### config.mk
export PLATFORM = sky130hd
export DESIGN_NAME = fixp_divider
export DESIGN_NICKNAME = d
export VERILOG_FILES = /design/src/rtl/fixp_divider.sv
export SDC_FILE = /design/constraint.sdc
export NUM_CORES = 1
export LEC_CHECK = 0
export CORE_MARGIN = 2
export CORE_UTILIZATION = 55
export CTS_BUF_LIST = sky130_fd_sc_hd__clkbuf_4 sky130_fd_sc_hd__clkbuf_8
export CTS_CLUSTER_SIZE = 12
export DETAILED_ROUTE_END_ITERATION = 16
export GPL_TIMING_DRIVEN = 0
export PLACE_DENSITY_LB_ADDON = 0.05
export SLEW_MARGIN = 20
export SYNTH_ARGS = -nofsm -noshare
export SYNTH_HDL_FRONTEND = slang
export SYNTH_SLANG_ARGS = --single-unit
### constraint.sdc
create_clock -name clk -period 4.01 [get_ports clk]
set_input_delay 1.203 -clock clk [delete_from_list [all_inputs] [get_ports clk]]
set_output_delay 1.203 -clock clk [all_outputs]
set_load 0.02 [all_outputs]
### src/rtl/fixp_divider.sv
// fixp_divider: sequential signed fixed-point divider, Q4.12 / Q1.6 -> Q2.6.
// Restoring division with one quotient bit per enabled clock and a start/done handshake.
// The quotient saturates on overflow and on divide-by-zero.
// Optional feature macro: DIVIDER_ROUND_EN (round to nearest, ties away from zero).
// Without it the quotient truncates toward zero.
module fixp_divider (
  input  logic        clk,
  input  logic        rst_n,
  input  logic        ce,
  input  logic        start,
  input  logic [16:0] Y,
  input  logic [7:0]  C,
  output logic        busy,
  output logic        done,
  output logic [8:0]  Q,
  output logic [7:0]  rem,
  output logic        ovf,
  output logic        dz
);

  localparam int unsigned YW = 17;
  localparam int unsigned CW = 8;
  localparam int unsigned QW = 9;
  localparam int unsigned NW = 5;
  localparam int unsigned MW = YW + 1;

  typedef enum logic [1:0] {IDLE, CALC, DONE} state_t;

  state_t          state, state_nxt;
  logic [NW-1:0]   cnt, cnt_nxt;
  logic            fin, fin_nxt;
  logic            sign, sign_nxt;
  logic            ysign, ysign_nxt;
  logic            dzf, dzf_nxt;
  logic [YW-1:0]   ya, ya_nxt;
  logic [CW-1:0]   ca, ca_nxt;
  logic [CW-1:0]   part, part_nxt;
  logic [YW-1:0]   quo, quo_nxt;
  logic            busy_nxt, done_nxt, ovf_nxt, dz_nxt;
  logic [QW-1:0]   q_nxt;
  logic [CW-1:0]   rem_nxt;
  logic [CW:0]     p_sh;
  logic [MW-1:0]   m;

  // State and datapath registers; reset wins over ce.
  always_ff @(posedge clk) begin
    if (!rst_n) begin
      state <= IDLE;
      cnt   <= '0;
      fin   <= 1'b0;
      sign  <= 1'b0;
      ysign <= 1'b0;
      dzf   <= 1'b0;
      ya    <= '0;
      ca    <= '0;
      part  <= '0;
      quo   <= '0;
      busy  <= 1'b0;
      done  <= 1'b0;
      Q     <= '0;
      rem   <= '0;
      ovf   <= 1'b0;
      dz    <= 1'b0;
    end else if (ce) begin
      state <= state_nxt;
      cnt   <= cnt_nxt;
      fin   <= fin_nxt;
      sign  <= sign_nxt;
      ysign <= ysign_nxt;
      dzf   <= dzf_nxt;
      ya    <= ya_nxt;
      ca    <= ca_nxt;
      part  <= part_nxt;
      quo   <= quo_nxt;
      busy  <= busy_nxt;
      done  <= done_nxt;
      Q     <= q_nxt;
      rem   <= rem_nxt;
      ovf   <= ovf_nxt;
      dz    <= dz_nxt;
    end
  end

  // Next-state, division step and result formatting.
  always_comb begin
    state_nxt = state;
    cnt_nxt   = cnt;
    fin_nxt   = fin;
    sign_nxt  = sign;
    ysign_nxt = ysign;
    dzf_nxt   = dzf;
    ya_nxt    = ya;
    ca_nxt    = ca;
    part_nxt  = part;
    quo_nxt   = quo;
    q_nxt     = Q;
    rem_nxt   = rem;
    ovf_nxt   = ovf;
    dz_nxt    = dz;
    p_sh      = {part, ya[YW-1]};
    m         = {1'b0, quo};

    case (state)
      IDLE: begin
        if (start) begin
          sign_nxt  = Y[YW-1] ^ C[CW-1];
          ysign_nxt = Y[YW-1];
          ya_nxt    = Y[YW-1] ? YW'(-Y) : Y;
          ca_nxt    = C[CW-1] ? CW'(-C) : C;
          part_nxt  = '0;
          quo_nxt   = '0;
          cnt_nxt   = NW'(16);
          // A zero divisor skips the iterations and only runs the final step.
          dzf_nxt   = (C == '0);
          fin_nxt   = (C == '0);
          state_nxt = CALC;
        end
      end
      CALC: begin
        if (fin) begin
          fin_nxt   = 1'b0;
          state_nxt = DONE;
          if (dzf) begin
            q_nxt   = ysign ? 9'h100 : 9'h0FF;
            rem_nxt = '0;
            ovf_nxt = 1'b0;
            dz_nxt  = 1'b1;
          end else begin
`ifdef DIVIDER_ROUND_EN
            if ({part, 1'b0} >= {1'b0, ca}) m = m + MW'(1);
`endif
            rem_nxt = part;
            dz_nxt  = 1'b0;
            ovf_nxt = 1'b0;
            if (!sign) begin
              if (m > MW'(255)) begin
                q_nxt   = 9'h0FF;
                ovf_nxt = 1'b1;
              end else begin
                q_nxt = m[QW-1:0];
              end
            end else begin
              if (m > MW'(256)) begin
                q_nxt   = 9'h100;
                ovf_nxt = 1'b1;
              end else begin
                q_nxt = QW'(9'd0 - m[QW-1:0]);
              end
            end
          end
        end else begin
          ya_nxt = {ya[YW-2:0], 1'b0};
          if (p_sh >= {1'b0, ca}) begin
            part_nxt = CW'(p_sh - {1'b0, ca});
            quo_nxt  = {quo[YW-2:0], 1'b1};
          end else begin
            part_nxt = p_sh[CW-1:0];
            quo_nxt  = {quo[YW-2:0], 1'b0};
          end
          if (cnt == '0) fin_nxt = 1'b1;
          else           cnt_nxt = cnt - NW'(1);
        end
      end
      DONE: begin
        state_nxt = IDLE;
      end
      default: begin
        state_nxt = IDLE;
      end
    endcase

    busy_nxt = (state_nxt != IDLE);
    done_nxt = (state_nxt == DONE);
  end

endmodule

==> insert_results.sql, run 1 <==
INSERT INTO impl_metrics (metric_group, metric, value, unit) VALUES
('run_status', 'outcome', 'complete, no violations', ''),
('final_layout', 'layout_common_cells', '82 x dfxtp_1, 47 x clkdlybuf4s50_1, 44 x nand2_1', ''),
('synthesis', 'synthesis.nets', '581', ''),
('placement', 'post-dp-hpwl', '7945', 'um'),
('grt', 'largest_net_degree_at_the_start_of_global_routing', '15', ''),
('drt', 'detail_route.wirelength', '10940', 'um'),
('synthesis', 'synth_seq_area_share', '36.03', '%'),
('timing', 'tightest_slew', '0.6912', 'ns'),
('clocking', 'numClockSinks', '82', ''),
('critical_path', 'end_kind', 'flip-flop', ''),
('die', 'initial_cell_density_of_the_core', '56.01', '%'),
('die', 'overall_die_area', '0.009027', 'mm2'),
('placement', 'routabilityCongestion', '0.8584', ''),
('synthesis', 'synth-compound-area-share', '23.87', '%'),
('critical_path', 'crit_path_frequent_cell', 'clkbuf_1', ''),
('die', 'die_height', '95.01', 'um'),
('timing', 'worst_clock_skew', '0.009026', 'ns'),
('critical_path', 'worstPathCellList', 'clkdlybuf4s50_1 > nor2b_1 > and3_1 > clkbuf_1 > clkbuf_1 > o21a_1 > o311ai_0 > nor3b_1', ''),
('drt', 'drt_drc_violations_left', '0', ''),
('grt', 'grtUsageMet1', '35.53', '%'),
('critical_path', 'crit_arrival', '3.45', 'ns'),
('synthesis', 'postSynthCellCount', '537', ''),
('flow_run', 'reported_max_cap_violation_count', '0', ''),
('final_layout', 'diodes', '0', ''),
('timing', 'slew_headroom', '53.56', '%'),
('grt', 'grt_pass1_vias', '3829', ''),
('critical_path', 'worst-path-buf-inv', '3', ''),
('synthesis', 'postSynthRegisterBits', '82', ''),
('grt', 'globalRouteOverflowTotal', '0', ''),
('pwr', 'p_clk_share', '33.5', '%'),
('critical_path', 'critPathRequiredTime', '4.24', 'ns'),
('timing', 'number_of_failing_hold_endpoints_at_the_final_stage', '0', ''),
('timing', 'clock_period_minus_worst_slack', '3.215', 'ns'),
('pwr', 'power.combinational.fraction', '19.9', '%'),
('grt', 'track_usage', '25.88', '%'),
('final_layout', 'area_added_between_synthesis_and_finish', '17.69', '%'),
('synthesis', 'synth-edff-count', '0', ''),
('clocking', 'cts_tree', 'done', ''),
('grt', 'grt_first_pass_wirelength', '18400', 'um'),
('synthesis', 'synth-warning-count', '0', ''),
('timing', 'min_period_over_period', '80.17', '%'),
('clocking', 'clk_pin_slew_worst_paths', '0.09', 'ns'),
('final_layout', 'most_frequent_standard_cell_in_the_layout_excluding_fill_and_tap_cells', 'dfxtp_1', ''),
('critical_path', 'criticalPathCategory', 'in2reg', ''),
('min_path', 'hp-class', 'reg2reg', ''),
('synthesis', 'synth-async-reset-ratio', '0', '%'),
('final_layout', 'final_layout_size_suffix_gt1_share', '6.833', '%'),
('drt', 'first_pass_iters', '6', ''),
('synthesis', 'synth.mux.area_fraction', '1.538', '%'),
('timing', 'final-max-slew-violation-count', '0', ''),
('timing', 'setup_total_negative_slack', '0', 'ns'),
('synthesis', 'synth.avg_cell_area', '8.483', 'um2'),
('timing', 'grt_setup_unrepaired', 'no', ''),
('final_layout', 'total_number_of_nets_in_the_final_design', '639', ''),
('synthesis', 'synth_adder_area_share', '4.285', '%'),
('clocking', 'htreeDepth', '3', ''),
('grt', 'grt_antenna_before_repair', '0', ''),
('pwr', 'switching_component_of_the_power', '538.0', 'uW'),
('die', 'die_width', '95.01', 'um'),
('pwr', 'power.share.switching', '29.05', '%'),
('placement', 'post-place-ws', '0.4715', 'ns'),
('final_layout', 'finalCoreUtilization', '65.91', '%'),
('drt', 'ant_nets', '0', ''),
('grt', 'met3_use_gr', '3.715', '%'),
('clocking', 'cts-buffers-inserted', '9', ''),
('grt', 'grt_use_met2', '41.90', '%'),
('drt', 'dr.first_iter.drc_count', '258', ''),
('clocking', 'cts_hold_buffers', '0', ''),
('critical_path', 'timing.critical_path.slowest_cell_delay', '0.59', 'ns'),
('drt', 'post_drt_via_cell_ratio', '5.722', ''),
('timing', 'finalWorstSetupSlack', '0.7953', 'ns');
==> path summary, 6_finish.rpt <==
check              start      end  slack (ns)  cells after the start
setup / recovery      ce     Q[4]        0.80                      8
hold / removal    ya[15]   ya[15]        0.46                      2
setup reg to reg   ca[6]  part[2]        1.70                      8
hold reg to reg   ya[15]   ya[15]        0.46                      2
==> kinds of logic (layout without fill, tap and decap cells) <==
family / after synthesis / in the layout
adders and majority gates: 15 / 15
muxes: 7 / 7
and+or+nand+nor: 187 / 187
buffers and inverters: 66 / 129
xor gates and xnor gates: 29 / 29
AOI/OAI and AO/OA: 151 / 151
DFF: 82 / 82
==> final cells by class <==
class	count	area (um2)
fill	715	2773
multi-input combinational	389	2591
sequential	82	1642
timing repair buffer	47	470.5
buffer	35	206.4
clock buffer	10	137.6
tap	105	131.4
inverter	31	116.4
clock inverter	6	66.31
==> layer usage <==
layer | wire length (um) | part of all wire, %
met3 | 529 | 4.8
met1 | 5183 | 47
met4 | 190 | 1.7
met5 | 0 | 0
met2 | 5031 | 46
==> stage by stage <==
step / std cells / instance area [um2] / power [uW]
2_1_floorplan: 537 / 4556 / 1141
3_3_place_gp: 689 / 5157 / 1239
3_5_place_dp: 689 / 5157 / 1245
4_1_cts: 705 / 5361 / 1857
5_1_grt: 705 / 5361 / 1942
6_report: 705 / 5361 / 1852
==> synthesized netlist by cell type, types with 14 or more instances <==
cell type | n | area share (%)
a22oi_1 | 18 | 3.0
nor2b_1 | 37 | 5.1
nor3_1 | 18 | 2.0
o21ai_0 | 22 | 2.4
inv_1 | 31 | 2.6
dfxtp_1 | 82 | 36
a21oi_1 | 30 | 3.3
clkbuf_1 | 23 | 1.9
nand2_1 | 44 | 3.6
nor2_1 | 31 | 2.6
xor2_1 | 18 | 3.5
ha_1 | 14 | 3.8
==> worst min-delay path, cell delays in order (launching register included) <==
cell and delay [ns]:
dfxtp_1 0.32, nand3_1 0.06, o21ai_1 0.05
==> state kept, by name, indices dropped and copies added, names as in the netlist <==
register,count
busy,1
rem,8
dzf,1
Q,9
fin,1
ysign,1
ca,8
ovf,1
ya,17
done,1
cnt,5
sign,1
quo,17
state,2
dz,1
part,8
==> power by group through the flow <==
stage / clock network, uW / logic, uW / registers (uW)
finish: 621 / 368 / 864
global route: 667 / 407 / 869
CTS: 628 / 365 / 864
detailed placement: 0 / 362 / 883
global placement: 0 / 356 / 882
floorplan: 0 / 261 / 880
(Power assumes the default switching activity.)
==> run 2, diff against run 1 <==
clock period = 3.1 ns   (was 4.01 ns; I/O delays follow)
==> run 2 against run 1 <==
Global-route usage is the same. Flip-flop and latch count unchanged. Critical endpoint is now ya[13]. Design area hardly changed. Critical path type unchanged. Count of clock-buffer cells in the layout did not move. Largest cell class unchanged. Routed wire length is 0.16% lower. Combinational power grew 29%.
==> insert_results.sql, run 2 (synthesis results as in run 1) <==
INSERT INTO impl_metrics (metric_group, metric, value, unit) VALUES
('drt', 'overall_via_count_from_detail_route', '4033', ''),
('critical_path', 'startpoint_type', 'input port', ''),
('min_path', 'hp-start', 'ya[15]', ''),
('grt', 'grt_pass1_vias', '3829', ''),
('drt', 'first_pass_iters', '5', ''),
('flow_run', 'reported_max_cap_violation_count', '0', ''),
('pwr', 'power_density', '446.8', 'mW/mm2'),
('final_layout', 'layout_top_registers', 'quo: 17 flops, ya: 17 flops, Q: 9 flops', ''),
('final_layout', 'diodes', '0', ''),
('min_path', 'hp-class', 'reg2reg', ''),
('timing', 'number_of_failing_hold_endpoints_at_the_final_stage', '0', ''),
('drt', 'drt_drc_violations_left', '0', ''),
('drt', 'ant_nets', '0', ''),
('clocking', 'worstSkewPairLatency', '0.35', 'ns'),
('timing', 'min_period_over_period', '93.62', '%'),
('die', 'die_width', '95.01', 'um'),
('critical_path', 'path_delay_family', 'simple AND/OR/NAND/NOR gates', ''),
('timing', 'final-max-slew-violation-count', '0', ''),
('timing', 'finalWorstSetupSlack', '0.1976', 'ns'),
('critical_path', 'slowest_stage', 'or4_4', ''),
('critical_path', 'timing.critical_path.fanout_max', '4', ''),
('placement', 'io_buffer_count', '47', ''),
('final_layout', 'final_layout_size_suffix_gt1_share', '7.000', '%'),
('clocking', 'cts-buffers-inserted', '9', ''),
('pwr', 'static-leakage-power', '0.002027', 'uW'),
('die', 'overall_die_area', '0.009027', 'mm2'),
('grt', 'globalRouteOverflowTotal', '0', ''),
('drt', 'post_drt_via_cell_ratio', '5.721', ''),
('run_status', 'outcome', 'complete, no violations', ''),
('grt', 'grt_antenna_before_repair', '0', ''),
('timing', 'slew_headroom', '55.23', '%'),
('timing', 'worst_clock_skew', '0.008808', 'ns'),
('die', 'num_io_pins', '50', ''),
('grt', 'track_usage', '25.88', '%'),
('final_layout', 'most_frequent_standard_cell_in_the_layout_excluding_fill_and_tap_cells', 'dfxtp_1', ''),
('pwr', 'vdd_ir_drop_max', '0.0003243', 'V'),
('critical_path', 'timing.critical_path.slowest_cell_delay', '0.57', 'ns'),
('critical_path', 'worstPathCellList', 'clkdlybuf4s50_1 > or4_4 > or3_4 > o31ai_1 > xor2_1 > a221o_1 > a21boi_1', ''),
('critical_path', 'end_kind', 'flip-flop', ''),
('clocking', 'cts_tree', 'done', ''),
('final_layout', 'layout_common_cells', '82 x dfxtp_1, 47 x clkdlybuf4s50_1, 44 x nand2_1', ''),
('final_layout', 'finalCoreUtilization', '65.93', '%'),
('drt', 'dr.first_iter.drc_count', '250', ''),
('drt', 'detail_route.wirelength', '10920', 'um'),
('placement', 'post-place-ws', '-0.1655', 'ns'),
('final_layout', 'total_number_of_nets_in_the_final_design', '639', ''),
('critical_path', 'worst-path-buf-inv', '1', ''),
('timing', 'max_freq', '344.5', 'MHz'),
('timing', 'tightest_slew', '0.6664', 'ns'),
('critical_path', 'criticalPathCategory', 'in2reg', ''),
('die', 'rows', '33', ''),
('die', 'initial_cell_density_of_the_core', '56.01', '%'),
('timing', 'grt_setup_unrepaired', 'no', ''),
('die', 'floorplan.core_area', '0.008134', 'mm2'),
('clocking', 'post-cts-setup-buffer-count', '0', ''),
('clocking', 'clockBufferDepth', '2', ''),
('drt', 'detail_route.wl_per_cell', '15.49', 'um'),
('die', 'die_height', '95.01', 'um'),
('grt', 'largest_net_degree_at_the_start_of_global_routing', '15', ''),
('critical_path', 'worst_reg2reg_startpoint', 'ca[6]', ''),
('critical_path', 'worst_setup_path_startpoint', 'Y[5]', ''),
('clocking', 'clk_pin_slew_worst_paths', '0.09', 'ns'),
('placement', 'routabilityCongestion', '0.8584', ''),
('critical_path', 'crit_arrival', '3.19', 'ns'),
('timing', 'clock_period_minus_worst_slack', '2.902', 'ns'),
('grt', 'grt_first_pass_wirelength', '18400', 'um'),
('clocking', 'cts_root_buffer', 'clkbuf_8', ''),
('final_layout', 'area_added_between_synthesis_and_finish', '17.71', '%'),
('clocking', 'htreeDepth', '3', ''),
('placement', 'post-dp-hpwl', '7945', 'um'),
('clocking', 'numClockSinks', '82', ''),
('timing', 'setup_viol', '0', ''),
('critical_path', 'critPathRequiredTime', '3.39', 'ns');
run 2: cell counts in the layout (fill, tap and decap cells not counted):
No cell type changed its count.
run 2: final cells by class:
| type | instances | area, um2 |
|---|---|---|
| Tap cell | 105 | 131.4 |
| Clock inverter | 6 | 66.31 |
| Sequential cell | 82 | 1642 |
| Fill cell | 714 | 2771 |
| Timing Repair Buffer | 47 | 470.5 |
| Multi-Input combinational cell | 389 | 2591 |
| Clock buffer | 10 | 137.6 |
| Buffer | 35 | 207.7 |
| Inverter | 31 | 116.4 |
run 2: layer usage:
layer / part of all wire, % / GRT usage, %
met5: 0 / 0
met4: 1.7 / 8.696
met3: 5.0 / 3.715
met2: 46 / 41.90
met1: 47 / 35.53
run 2: timing repair:
item                       in CTS  in global routing
hold buffers                    0                  0
gates resized for setup         0                  2
setup endpoints to repair       0                  2
run 2: path summary, 6_finish.rpt:
path / endpoint / slack, ns / cells after the start
setup reg to reg: part[2] / 0.78 / 8
hold reg to reg: ya[15] / 0.46 / 2
hold / removal: ya[15] / 0.46 / 2
setup / recovery: ya[13] / 0.20 / 7
run 2: tightest hold or removal path: stages (launching register included):
cell and delay (ns):
dfxtp_1 0.32, nand3_1 0.06, o21ai_1 0.05
run 2: metrics by stage:
step                std cells  setup TNS [ns]  power, uW  area [um2]  hold slack (ns)
floorplan                 537               0       1476        4556           0.4340
global placement          689         -0.5400       1602        5157           0.4445
detailed placement        689         -0.5395       1611        5157           0.4510
CTS                       705               0       2402        5361           0.4636
global route              705               0       2512        5363           0.4940
finish                    705               0       2396        5363           0.4629
run 2: power breakdown:
group,internal [uW],total (uW),switching (uW)
Clock,394,802,408
Sequential,1090,1120,25.0
Combinational,213,476,263
Total,1700,2400,696
